==> src/rtl/seq_multiplier_pkg.sv <==
// Shared types and defaults for the sequential shift-and-add multiplier.
package seq_multiplier_pkg;

  localparam int DEFAULT_WIDTH = 4;

  typedef enum logic [1:0] {
    IDLE = 2'd0,
    BUSY = 2'd1,
    DONE = 2'd2
  } state_t;

endpackage

==> src/rtl/seq_multiplier.sv <==
// Sequential unsigned shift-and-add multiplier: one partial product per clock.
// Optional macro SEQ_MULTIPLIER_ZERO_SKIP_EN short-cuts zero operands straight to DONE.
module seq_multiplier
  import seq_multiplier_pkg::*;
#(
  parameter int WIDTH = DEFAULT_WIDTH
) (
  input  logic                 clk,
  input  logic                 rst_n,
  input  logic                 start,
  input  logic [WIDTH-1:0]     multiplicand,
  input  logic [WIDTH-1:0]     multiplier,
  output logic                 busy,
  output logic                 done,
  output logic [2*WIDTH-1:0]   product
);

  localparam int CW = $clog2(WIDTH + 1);

  state_t               state;
  logic [WIDTH-1:0]     mcand;
  logic [WIDTH-1:0]     mplier;
  logic [2*WIDTH-1:0]   acc;
  logic [CW-1:0]        cnt;

  logic [WIDTH-1:0]     addend;
  logic [WIDTH:0]       sum;
  logic [2*WIDTH-1:0]   acc_next;
  logic [WIDTH-1:0]     mplier_next;

  // One iteration: add into the upper half with carry, then shift {carry, acc, mplier} right.
  // NOTE: every always_comb output gets a value on every path, so no latch is inferred.
  always_comb begin
    addend      = mplier[0] ? mcand : '0;
    sum         = {1'b0, acc[2*WIDTH-1:WIDTH]} + {1'b0, addend};
    acc_next    = {sum, acc[WIDTH-1:1]};
    mplier_next = {acc[0], mplier[WIDTH-1:1]};
  end

  // NOTE: all state, including the operand and accumulator registers, is cleared by reset
  // so an aborted operation leaves nothing behind.
  always_ff @(posedge clk or negedge rst_n) begin
    if (!rst_n) begin
      state   <= IDLE;
      mcand   <= '0;
      mplier  <= '0;
      acc     <= '0;
      cnt     <= '0;
      busy    <= 1'b0;
      done    <= 1'b0;
      product <= '0;
    end else begin
      // NOTE: non-blocking assignments throughout, so every register sees pre-edge values.
      done <= 1'b0;
      case (state)
        // The DONE->IDLE edge also samples start, giving a WIDTH+1 initiation interval.
        IDLE, DONE: begin
          if (start) begin
            mcand  <= multiplicand;
            mplier <= multiplier;
            acc    <= '0;
            cnt    <= CW'(WIDTH);
`ifdef SEQ_MULTIPLIER_ZERO_SKIP_EN
            if (multiplicand == '0 || multiplier == '0) begin
              state   <= DONE;
              done    <= 1'b1;
              busy    <= 1'b0;
              product <= '0;
            end else begin
              state <= BUSY;
              busy  <= 1'b1;
            end
`else
            state <= BUSY;
            busy  <= 1'b1;
`endif
          end else begin
            state <= IDLE;
          end
        end
        BUSY: begin
          acc    <= acc_next;
          mplier <= mplier_next;
          cnt    <= cnt - 1'b1;
          if (cnt == CW'(1)) begin
            product <= acc_next;
            done    <= 1'b1;
            busy    <= 1'b0;
            state   <= DONE;
          end
        end
        default: begin
          state <= IDLE;
          busy  <= 1'b0;
        end
      endcase
    end
  end

endmodule

==> config.mk <==
export PLATFORM = sky130hd
export DESIGN_NAME = seq_multiplier
export DESIGN_NICKNAME = d
export VERILOG_FILES = /design/src/rtl/seq_multiplier_pkg.sv /design/src/rtl/seq_multiplier.sv
export SDC_FILE = /design/constraint.sdc
export NUM_CORES = 1
export LEC_CHECK = 0
export ABC_CLOCK_PERIOD_IN_PS = 1780
export CORE_MARGIN = 4
export CORE_UTILIZATION = 53
export DETAILED_ROUTE_END_ITERATION = 6
export PLACE_DENSITY_LB_ADDON = 0.08
export SYNTH_ARGS = -nofsm -noshare
export SYNTH_HDL_FRONTEND = slang
export SYNTH_SLANG_ARGS = --single-unit
==> constraint.sdc <==
create_clock -name clk -period 1.78 [get_ports clk]
set_input_delay 0.356 -clock clk [delete_from_list [all_inputs] [get_ports clk]]
set_output_delay 0.356 -clock clk [all_outputs]
set_load 0.01 [all_outputs]
======== Yosys cells after proc, flatten, opt, wreduce, memory -nomap -nowiden ========
Cells that the tools add are included.
storage, ports and cells
  register bits ........................... 31
  bits of input ports ..................... 11
  output and inout bits ................... 10
operators by class
  add/sub/neg operators ................... 2
  equality and inequality tests ........... 5
  mux-type cells .......................... 15
  reduce and logical (&&, ||, !) cells .... 7
operator list
  operator                                             number
  case mux 8 bit (2 select lines)                      1
  2-to-1 mux 4 bit                                     2
  2-to-1 mux 8 bit                                     1
  case mux 4 bit (2 select lines)                      1
  AND reduction 2 bit                                  4
  case mux 3 bit (2 select lines)                      1
  adder 4 x 4 -> 5 bit                                 1
  2-to-1 mux 1 bit                                     5
  inequality test 2 bit, second input constant         2
  case mux 2 bit (2 select lines)                      1
  equality test 3 x 1 -> 1 bit, second input constant  1
  2-to-1 mux 3 bit                                     1
  subtractor 3 x 1 -> 3 bit, second input constant     1
  equality test 2 x 1 -> 1 bit, second input constant  1
  equality test 2 bit, second input constant           1
  logical NOT 2 bit                                    1
  2-to-1 mux 2 bit                                     1
  case mux 1 bit (2 select lines)                      1
  nonzero test 2 bit                                   1
  OR reduction 2 bit                                   1

======== Longest topological paths before layout ========
  depth in word-level cells ............... 4
  mapped depth ............................ 8

======== Worst setup path before layout ========
No wires, ideal clock.
  kind .................................... reg-to-reg
  start point ............................. reg mplier[0]
  end point ............................... reg acc[4]
  setup time .............................. 121 ps
  arrival ................................. 1,423 ps
  slack ................................... 236 ps
  cell stages (with the launch flop) ...... 7
  buffers on the path ..................... 0
  period minus slack after synthesis ...... 1,544 ps
  cells stage by stage .................... dfrtp_1 -> and2_1 -> ha_1 -> inv_1 -> fa_1 -> o21ai_0 -> a22o_1
on the way
  longest elaborated chain between the ends .. 3
ends and longest elaborated chain
  item                             line                  text
  start: declaration               seq_multiplier.sv:22  logic [WIDTH-1:0] mplier;
  start signal: assignment         seq_multiplier.sv:60  mplier <= multiplier;
  start signal: assignment         seq_multiplier.sv:83  mplier <= mplier_next;
  2-to-1 mux 4 bit                 seq_multiplier.sv:34  addend = mplier[0] ? mcand : '0;
  adder 4 x 4 -> 5 bit             seq_multiplier.sv:35  sum = {1'b0, acc[2*WIDTH-1:WIDTH]} + {1'b0, addend};
  case mux 8 bit (2 select lines)  seq_multiplier.sv:55  case (state)
  end signal: assignment           seq_multiplier.sv:82  acc <= acc_next;
  end: declaration                 seq_multiplier.sv:23  logic [2*WIDTH-1:0] acc;
No other way between the ends.
A chain may end at the register's enable or synchronous reset.

======== Worst setup path after layout ========
Ends and elaborated chain as after synthesis.

==> flow_summary.toml <==
[drt]
routedWlPerCell_um = 13.1
antenna_left = 0
drt_first_pass_iters = 4
totalWireLength_um = 2810
routed_via_density = 5.16
num_vias = 1109
remaining_drc_errors = 0
first_iter_violations = 32

[logic_synthesis]
syn_nets = 171
ys_top_cells_by_area = "dfrtp_1 (52%), nand2_1 (9.5%), ha_1 (5.0%)"
synth-seq-area-share_pct = 51.7
synth_enable_flop_cells = 0
synth_top_flop_cell = "dfrtp_1"
library_cells_used_by_synthesis = 28
synth_top_cell_by_area = "dfrtp_1"
synth_area_per_cell_um2 = 9.81
netlist_instances = 153
ys_ff_latch = 31
netlist.area_leader.share_pct = 51.7
yosysMostFrequentCell = "nand2_1"
synth_commonest_cells = "nand2_1 (38), dfrtp_1 (31), o21ai_0 (8)"
synth-async-reset-ratio_pct = 100
synth.yosys.warnings = 0
syn_area_um2 = 1500

[worst_setup_path]
cp_max_fo = 4
critPathLaunchType = "flip-flop"
cp.required_ns = 2.01
register_to_register_setup_slack_ns = 0.15
worst-r2r-cell-count = 6
crit-reg2reg-capture = "acc[4]"
worst_setup_path_startpoint = "mplier[0]"
ff_to_ff_start = "mplier[0]"
path_class = "flip-flop to flip-flop"
critPathCaptureType = "flip-flop"
cp_data_arrival_time_ns = 1.86
setup.worst_path.end = "acc[4]"

[cts]
post-cts-setup-buffers = 0
clk-insertion-delay-late_ns = 0.33
clock_buffers_created_by_tritoncts = 5
cts_hold_buffers = 0
clk_pin_slew_worst_paths_ns = 0.09
number_of_buffers_on_the_longest_clock_path = 2
cts.repair.resized = 0
tritoncts = "yes"
root_buffer_selected_by_cts = "clkbuf_4"
ctsHtreeMaxLevel = 2
cts_sinks = 31

[floorplanning]
start_util_pct = 54.9
die_w_um = 61.2
dieHeight_um = 61.2
die_outline_area_um2 = 3750
rows = 19
pin_count = 21
fp.coreArea_um2 = 2730

[final_layout]
nFillCells = 225
final-instance-count-excl-fill = 215
layout-drive-gt1-share_pct = 13.0
n_antenna_cell = 0
area.growth.synth_to_final_pct = 22.4
design.final.nets = 201

[timing]
clock.fmax_mhz = 613
unrepaired_setup_endpoints_after_global_routing = "false"
report.final.setup_viol = 0
timing.final.crit_share_pct = 91.7
minimum_period_implied_by_the_final_worst_setup_slack_ns = 1.63
max_slew.worst_pin.slew_ns = 0.438
maxSlewViolCount = 0
fin_setup_tns_ns = 0
timing.hold.ws_ns = 0.409
finalClockSkew_ns = 0.00815
final-hold-violation-count = 0
worst_slew_margin_rel_pct = 70.8

[global_routing]
grt_first_pass_wirelength_um = 4770
antenna_found_initial = 0
grt_util_all_layers_pct = 17.6
grt.overflow.total = 0
first_global_vias = 1104
grt_max_degree = 32

[worst_hold_path]
holdCritPathClass = "primary input to asynchronous set/reset pin"

[outcome]
result_of_the_run = "completed"

[placement]
placed_cell_count = 205
half_perimeter_wire_length_of_the_detailed_placement_result_um = 2030
gp_routability_congestion = 0.751
port_buffer_count = 20

[pwr]
sw_frac_of_total_pct = 36.3
cellPowerDensity_nw_per_um2 = 1630
total_power_w = 0.00300
power.internal_w = 0.00191
pwr-share-seq_pct = 41.1
clockPowerShare_pct = 15.4
vdd_drop_max_uv = 1170
comb_power_share_pct = 43.5
power.net_switching_w = 0.00109
power_leakage_nw = 0.888

[run]
drv.max_cap_violation_count = 0
==> worst min path at each step <==
stage | cells past startpoint | endpoint | slack, ns | startpoint
after floorplan | 0 | acc[0] | 0.06 | rst_n
after global placement | 2 | mcand[0] | 0.46 | mcand[0]
after detailed placement | 2 | product[2] | 0.46 | product[2]
after CTS | 2 | product[3] | 0.41 | rst_n
after global routing | 2 | product[1] | 0.43 | rst_n
final | 2 | product[3] | 0.41 | rst_n
==> flip-flops by register name, summed over array words and instances, names as in the netlist <==
name / cells
mcand: 4
cnt: 3
state: 2
mplier: 4
busy: 1
done: 1
product: 8
acc: 8
==> power by group through the flow <==
stage                     logic (W)  registers (W)  clock network (W)
after floorplan            0.000854        0.00121                  0
after global placement      0.00123        0.00123                  0
final                       0.00130        0.00123           0.000461
after detailed placement    0.00128        0.00125                  0
after global routing        0.00149        0.00128           0.000513
after CTS                   0.00129        0.00124           0.000477
==> critical path: stages, from the launching register on <==
cell and delay (ns):
dfrtp_1 0.39, and2_1 0.14, ha_1 0.15, inv_1 0.05, fa_1 0.51, o21ai_0 0.10
a22o_1 0.19
==> final cells by class <==
| class | instances | area (um^2) | area share [%] |
|---|---|---|---|
| inverters | 8 | 30.0 | 1.63 |
| flip-flops and latches | 31 | 776 | 42.2 |
| clock buffers | 8 | 68.8 | 3.75 |
| repair buffers | 28 | 260 | 14.2 |
| multi-input cells | 109 | 663 | 36.1 |
| well taps | 31 | 38.8 | 2.11 |
==> layer usage <==
metal  wire length [um]  GRT usage, %  up-vias
li1                   -             -      562
met1               1330          22.1      518
met2               1290          26.9       23
met3                151          6.29        6
met4                 40          8.36        0
met5                  0             0        -
==> layout by cell type (no fill, tap or decap), drive strengths merged, types with 2 or more instances in the layout <==
master	n
a21o	2
nand2	38
buf	8
nor3	2
mux2i	3
mux2	4
inv	8
clkdlybuf4s50	20
and2	4
a21oi	7
nor2b	6
a22o	2
o21ai	15
clkbuf	8
nor2	4
a211oi	3
dfrtp	31
xor2	2
nand2b	6
ha	6
==> stage by stage <==
step                setup WS [ns]  util [%]  area [um^2]
floorplan                   0.236         -         1500
global placement            0.194      64.1         1750
detailed placement          0.141      64.1         1750
CTS                         0.131      66.6         1820
global route               0.0222      67.2         1840
finish                      0.148      67.2         1840
==> cells by family after synthesis <==
group	synth area share (%)
AND/OR/NAND/NOR	19.4
flip-flops	51.7
AO/OA/AOI/OAI	11.7
buffers and inverters	4.09
multiplexers	5.00
adder cells (fa/ha/maj)	6.34
XOR/XNOR	1.75
No activity file was read; power rests on OpenSTA's default activity.
